==> src/rtl/mcd_bus_ctrl.sv <==
// mcd_bus_ctrl: 68000-side bus controller for the MCD212-class chip.
// Decodes RAM/ROM/sys-I/O/channel windows, applies the boot ROM overlay,
// runs RAM cycles over req/ack and returns a one-cycle bus_ack.
// Ports:
//   clk, reset_n            clock, async active-low reset
//   address, din, dout      CPU word address [22:1], write data, read data
//   uds, lds, write_strobe  byte strobes, 1 = write
//   cs, bus_ack, csrom      cycle select, transfer done, ROM select
//   ram_*                   request/ack interface to the memory controller
//   display_active, parity  per-channel status inputs (clk domain)
//   ch_regs                 flattened channel register file
module mcd_bus_ctrl #(
    parameter int RAM_AW        = 21,
    parameter int BOOT_ACCESSES = 4,
    parameter int NUM_CH        = 2,
    parameter int REGS_PER_CH   = 8
) (
    input  logic                            clk,
    input  logic                            reset_n,
    input  logic [22:1]                     address,
    input  logic [15:0]                     din,
    output logic [15:0]                     dout,
    input  logic                            uds,
    input  logic                            lds,
    input  logic                            write_strobe,
    input  logic                            cs,
    output logic                            bus_ack,
    output logic                            csrom,
    output logic                            ram_req,
    output logic                            ram_we,
    output logic [1:0]                      ram_be,
    output logic [RAM_AW-1:0]               ram_addr,
    output logic [15:0]                     ram_wdata,
    input  logic [15:0]                     ram_rdata,
    input  logic                            ram_ack,
    input  logic [NUM_CH-1:0]               display_active,
    input  logic [NUM_CH-1:0]               parity,
    output logic [NUM_CH*REGS_PER_CH*16-1:0] ch_regs
);

    // +2 keeps the counter at least one bit wide for any overlay length
    localparam int BCW = $clog2(BOOT_ACCESSES + 2);
    localparam logic [BCW-1:0] BOOT_MAX = BCW'(BOOT_ACCESSES);

    typedef enum logic [1:0] {
        IDLE,
        RAM_WAIT,
        ACK,
        RELEASE
    } state_t;

    state_t           r_state;
    logic [BCW-1:0]   r_boot_cnt;
    logic             r_cs_d;
    logic             r_abort;
    logic [15:0]      r_dout;
    logic             r_bus_ack;
    logic             r_ram_req;
    logic             r_ram_we;
    logic [1:0]       r_ram_be;
    logic [RAM_AW-1:0] r_ram_addr;
    logic [15:0]      r_ram_wdata;
    logic [15:0]      r_regs [NUM_CH][REGS_PER_CH];

    logic       w_in_top;
    logic [7:0] w_ch_k;
    logic       w_is_ch;
    logic       w_is_ram;
    logic       w_is_rom;
    logic       w_is_unmapped;
    logic       w_overlay;
    logic       w_start;
    logic [15:0] w_ch_rdata;

    // Channel windows count down from 0x4FFFF0, so the channel number
    // is the inverted window index inside the top 4 KiB page.
    assign w_in_top      = address[22:12] == 11'h4FF;
    assign w_ch_k        = ~address[11:4];
    assign w_is_ch       = w_in_top && (w_ch_k < 8'(NUM_CH));
    assign w_is_ram      = ~address[22];
    assign w_is_rom      = (address[22:20] == 3'b100)
                         && (address[22:10] != 13'h13FF);
    assign w_is_unmapped = address[22] && (address[21:20] != 2'b00);
    assign w_overlay     = r_boot_cnt < BOOT_MAX;
    assign w_start       = cs && (uds || lds) && !r_cs_d
                         && (r_state == IDLE);
    assign csrom         = cs && (w_is_rom || w_overlay);

    always_comb begin
        w_ch_rdata = '0;
        for (int k = 0; k < NUM_CH; k++) begin
            if (w_ch_k == 8'(k)) begin
                if (address[3:1] == 3'd0) begin
                    w_ch_rdata = {8'h00, display_active[k], 1'b0,
                                  parity[k], 5'b00000};
                end else begin
                    for (int r = 1; r < REGS_PER_CH; r++) begin
                        if (address[3:1] == 3'(r))
                            w_ch_rdata = r_regs[k][r];
                    end
                end
            end
        end
    end

    always_ff @(posedge clk or negedge reset_n) begin
        if (!reset_n) begin
            r_state     <= IDLE;
            r_boot_cnt  <= '0;
            r_cs_d      <= 1'b0;
            r_abort     <= 1'b0;
            r_dout      <= '0;
            r_bus_ack   <= 1'b0;
            r_ram_req   <= 1'b0;
            r_ram_we    <= 1'b0;
            r_ram_be    <= '0;
            r_ram_addr  <= '0;
            r_ram_wdata <= '0;
            for (int k = 0; k < NUM_CH; k++)
                for (int r = 0; r < REGS_PER_CH; r++)
                    r_regs[k][r] <= '0;
        end else begin
            r_cs_d <= cs;
            unique case (r_state)
                IDLE: begin
                    if (w_start) begin
                        if (r_boot_cnt != BOOT_MAX)
                            r_boot_cnt <= r_boot_cnt + BCW'(1);
                        // Overlaid, ROM and sys-I/O cycles belong to
                        // the external device: nothing to do here.
                        if (w_overlay) begin
                            r_state <= IDLE;
                        end else if (w_is_ram) begin
                            r_state     <= RAM_WAIT;
                            r_abort     <= 1'b0;
                            r_ram_req   <= 1'b1;
                            r_ram_we    <= write_strobe;
                            r_ram_be    <= {uds, lds};
                            r_ram_addr  <= address[RAM_AW:1];
                            r_ram_wdata <= din;
                        end else if (w_is_ch) begin
                            r_state   <= ACK;
                            r_bus_ack <= 1'b1;
                            if (write_strobe) begin
                                for (int k = 0; k < NUM_CH; k++)
                                    for (int r = 1; r < REGS_PER_CH; r++)
                                        if (w_ch_k == 8'(k) &&
                                            address[3:1] == 3'(r)) begin
                                            if (uds)
                                                r_regs[k][r][15:8] <= din[15:8];
                                            if (lds)
                                                r_regs[k][r][7:0] <= din[7:0];
                                        end
                            end else begin
                                r_dout <= w_ch_rdata;
                            end
                        end else if (w_is_unmapped) begin
                            r_state   <= ACK;
                            r_bus_ack <= 1'b1;
                            if (!write_strobe)
                                r_dout <= '0;
                        end
                    end
                end
                RAM_WAIT: begin
                    if (!cs)
                        r_abort <= 1'b1;
                    if (ram_ack) begin
                        r_ram_req <= 1'b0;
                        // An aborted cycle still lets the RAM finish,
                        // but the CPU is no longer waiting for it.
                        if (r_abort || !cs) begin
                            r_state <= IDLE;
                        end else begin
                            r_state   <= ACK;
                            r_bus_ack <= 1'b1;
                            if (!r_ram_we)
                                r_dout <= ram_rdata;
                        end
                    end
                end
                ACK: begin
                    r_bus_ack <= 1'b0;
                    r_state   <= RELEASE;
                end
                RELEASE: begin
                    if (!cs)
                        r_state <= IDLE;
                end
            endcase
        end
    end

    for (genvar k = 0; k < NUM_CH; k++) begin : g_ch
        for (genvar r = 0; r < REGS_PER_CH; r++) begin : g_reg
            assign ch_regs[(k*REGS_PER_CH+r)*16 +: 16] = r_regs[k][r];
        end
    end

    assign dout      = r_dout;
    assign bus_ack   = r_bus_ack;
    assign ram_req   = r_ram_req;
    assign ram_we    = r_ram_we;
    assign ram_be    = r_ram_be;
    assign ram_addr  = r_ram_addr;
    assign ram_wdata = r_ram_wdata;

endmodule

==> config.mk <==
export PLATFORM = sky130hd
export DESIGN_NAME = mcd_bus_ctrl
export DESIGN_NICKNAME = d
export VERILOG_FILES = /design/src/rtl/mcd_bus_ctrl.sv
export SDC_FILE = /design/constraint.sdc
export NUM_CORES = 1
export LEC_CHECK = 0
export ABC_AREA = 0
export BUFFER_PORTS_ARGS = -buffer_cell sky130_fd_sc_hd__buf_2
export CAP_MARGIN = 40
export CORE_MARGIN = 4
export CORE_UTILIZATION = 53
export DETAILED_ROUTE_END_ITERATION = 6
export GPL_TIMING_DRIVEN = 1
export PLACE_DENSITY = 0.85
export SLEW_MARGIN = 0
export SYNTH_ARGS = -nofsm -noshare
export SYNTH_HDL_FRONTEND = slang
export SYNTH_SLANG_ARGS = --single-unit
==> constraint.sdc <==
create_clock -name clk -period 2.38 [get_ports clk]
set_input_delay 0.119 -clock clk [delete_from_list [all_inputs] [get_ports clk]]
set_output_delay 0.119 -clock clk [all_outputs]
set_load 0.05 [all_outputs]
==> run summary <==
The run finished with clean final reports. The post-route antenna net violation count was 0. Yosys attributes the largest share of cell area to dfrtp_1, mux2_2, mux2i_1. The chip height is 172 µm, and the floorplan die area is 29,600 µm². The tools report the global-route total usage across every layer as 0.327. In this run the worst hold path is classified as input pin to register. The clock reaches the later pin of the worst-skew pair after 0.56 ns.

The logs give 1 for the initial antenna violation count and 9.78 nW for the leakage power. The tools report the CTS H-tree depth as 1. The fraction of synthesis flops using an asynchronous set or reset pin is 1.00, and the number of sinks handled by clock tree synthesis is 289. The via count of the first global-routing pass was 12,284; the number of library cell types mapped by synthesis was 65. The number of inserted filler cells in the final layout was 1,828; the power consumption was 14.8 mW. The worst register-to-register path has a setup slack of 0.13 ns.

The clock period minus final worst setup slack works out to 2.27 ns. The final hold slack is 0.0477 ns, and the net total in the final layout is 1,670. In this run the core area contains 59 standard-cell rows.

The biggest area contributor in the post-synthesis netlist is dfrtp_1. Once layout is complete, the cells apart from fillers number 1,962. Setup repair after global routing left no endpoint under its margin.

The logs give 12,049 for the number of vias after detailed routing and 36,400 µm for the half-perimeter wire length of the detailed placement result. For the worst setup path, the data arrival time is 2.72 ns. The core region is 26,300 µm². Area share of fa/ha/maj cells after synthesis: 0.00175.

After clock tree synthesis, the clock-pin slew on the worst setup and hold paths is 0.07 ns. The quantity of I/O buffers inserted on ports was 347. The number of clock buffers inserted by TritonCTS was 30. The logs give 0.0127 ns for the setup clock skew after layout and 0 for the number of maximum-capacitance violations.

The tools report the maximum buffer depth of the clock tree as 3. The total routed wirelength is 49,700 µm. The terminus of the critical flop-to-flop path was ch_regs[165]. TritonCTS built the clock tree. CTS placed an instance of clkbuf_16 at the clock tree root. The worst setup path is captured at a register. Class of the most critical setup path: input pin to register. After detailed routing, the average wire length per cell comes to 25.3 µm.

The per-instance average area after synthesis is 12.3 µm². The worst-margin pin slew was 0.763 ns; the final worst-path setup slack was 0.108 ns. Share of cells above drive strength 1: 0.509. For this run, design rule violations remaining after detail routing come to 0.

In this run, the number of DRC markers left after iteration 0 of detailed routing was 1,140. Along the worst path, the maximum fanout reaches 8. The Yosys step of the flow raised 32 warnings. The final-report max-slew violation count was 0.

The total congestion overflow was 0. For the worst setup path, the data required time is 2.83 ns. The area growth from synthesis to layout is 30.5%.

For the proportion of synthesized chip area in sequential cells, the log shows 0.506. The critical register-to-register path startpoint is r_cs_d. The multi-input gate area in the final layout was 6580 µm²; the number of cells on the worst reg-to-reg path was 9. The logs give 17,100 µm² for the post-placement cell area and 0.544 for the starting utilization of the core area. The run gives 0.490 as the relative slew slack. The average via count per standard cell is 6.14, and the maximum number of pins on one net before global-route repair is 79. The fraction of the cycle the final worst path needs came out at 0.954. The fraction of the mapped netlist area in simple logic gates was 0.0923. The tools report the sink of the worst hold path as ch_regs[109]. The logs give 74,100 µm for the first-pass GRT wire length and 0 for the hold violation count in the final report.

The dominant register cell in the synthesized netlist was dfrtp_1. Once the clock tree was built, the setup fixing pass inserted 0 buffers. The horizontal die dimension works out to 172 µm. STA classifies the critical path startpoint as an input pin. Summing every instance area after synthesis gives 14,300 µm². The first detailed-routing pass took 5 iterations.

The fraction of synthesized cell area in xor and xnor cells was 0.000613; the final design area excluding fillers was 18,600 µm². Counting instances, the worst hold path has a depth of 2. The I/O pin count is 380, and the top-area cell type share of the netlist area is 0.506. The post-synthesis register bit count is 289. IR analysis of the VDD net gives a maximum drop of 0.791 mV. The tools report the cell count after placement as 1,865. The post-synthesis compound-gate area fraction was 0.111; the area taken by flip-flops and latches was 7230 µm².

Counting flops with a built-in enable in the synthesized netlist gives 0. The start point of the worst hold path was din[13]. Largest family of logic cells by synthesized area: multiplexers.

The mux cell area share after synthesis is 0.245. Synthesis produced a netlist whose cell count is 1,157. The highest attainable clock frequency is 440 MHz, and the minimum setup slack after placement is -0.0745 ns. The last weighted congestion value of the routability-driven placer is 0.939, and the power density over the cells is 793 nW/µm². The run gives 0 as the count of endpoints failing setup in the final report.
## report_power, final
part | total [mW] | internal [mW] | switching, mW | leakage, nW
Clock | 5.22 | 3.19 | 2.03 | 0.532
Sequential | 5.69 | 5.40 | 0.291 | 3.94
Combinational | 3.87 | 1.03 | 2.85 | 5.31
Total | 14.8 | 9.62 | 5.17 | 9.78
## registers in the layout, indices dropped and copies added (netlist names)
register    flops
ch_regs       224
ram_addr       21
dout           16
ram_wdata      16
r_boot_cnt      3
r_state         2
ram_be          2
bus_ack         1
r_abort         1
r_cs_d          1
ram_req         1
ram_we          1
## cells by family (layout without fill, tap and decap cells)
family	after synthesis	in the layout
muxes	312	312
DFF	289	289
AOI/OAI and AO/OA	217	217
and+or+nand+nor	209	209
buffers and inverters	126	564
adders and majority gates	2	2
other	1	33
xor gates and xnor gates	1	1
## cell usage in the layout, fill, tap and decap left out, drive strengths merged, types with 9 or more instances in the layout
cell type      n
dlygate4sd3   41
clkinv         9
o2111ai       14
conb          32
a22o          13
inv           14
a221o         12
a221oi        15
nor2          52
dfrtp        289
buf          453
clkbuf        37
mux2i         33
a22oi         29
o21ai         28
mux2         277
o22ai         10
a21oi         39
nand2         53
nor2b         11
a41oi          9
nor3          37
## how the worst max path moves through the flow
stage	startpoint	endpoint	slack [ns]
6_report	address[21]	ch_regs[165]	0.11
5_1_grt	r_state[0]	ch_regs[173]	0.02
4_1_cts	r_cs_d	ch_regs[242]	0.07
3_5_place_dp	address[15]	ch_regs[242]	-0.07
3_3_place_gp	address[1]	dout[4]	-0.07
2_1_floorplan	r_state[0]	dout[14]	0.19
## routing by layer
metal,share of wire,GRT usage,up-vias
met4,0.042,0.119,0
met3,0.097,0.0823,143
met1,0.39,0.430,6022
li1,-,-,5150
met5,0,0,-
met2,0.47,0.529,734
## layout make-up
cell class | instances | area share
antenna | 1 | 0.000134
clock buffer | 37 | 0.0439
clock inverter | 18 | 0.0146
inverter | 15 | 0.00302
multi-input combinational | 773 | 0.353
sequential | 289 | 0.388
tap | 335 | 0.0225
timing repair buffer | 494 | 0.175
## through the flow
step / util / TNS, ns
floorplan: - / 0
global placement: 0.651 / -3.04
detailed placement: 0.651 / -3.98
CTS: 0.708 / 0
global route: 0.709 / 0
finish: 0.709 / 0
## worst max-delay path, cell delays in order
cell	delay (ns)
dlygate4sd3_1	0.57
buf_2	0.15
or4b_4	0.55
nor4_4	0.13
buf_4	0.18
nand2_2	0.05
buf_4	0.20
nor3_2	0.17
buf_4	0.22
mux2_2	0.37
## synthesized netlist by cell type (all sizes together), types with 9 or more instances
master,n
nor3,37
mux2,277
a21oi,39
a22oi,29
buf,48
nor2,52
a221o,12
mux2i,33
a22o,13
a41oi,9
o2111ai,14
a221oi,15
nor2b,11
dfrtp,289
o21ai,28
o22ai,10
inv,14
nand2,53
clkbuf,63
## repair_timing
| action | CTS | global route |
|---|---|---|
| endpoints found under the setup margin | 0 | 51 |
| endpoints found under the hold margin | 112 | 0 |
| resized for setup | 0 | 6 |
| hold buffers | 41 | 0 |
Power figures use the tool's default switching activity.
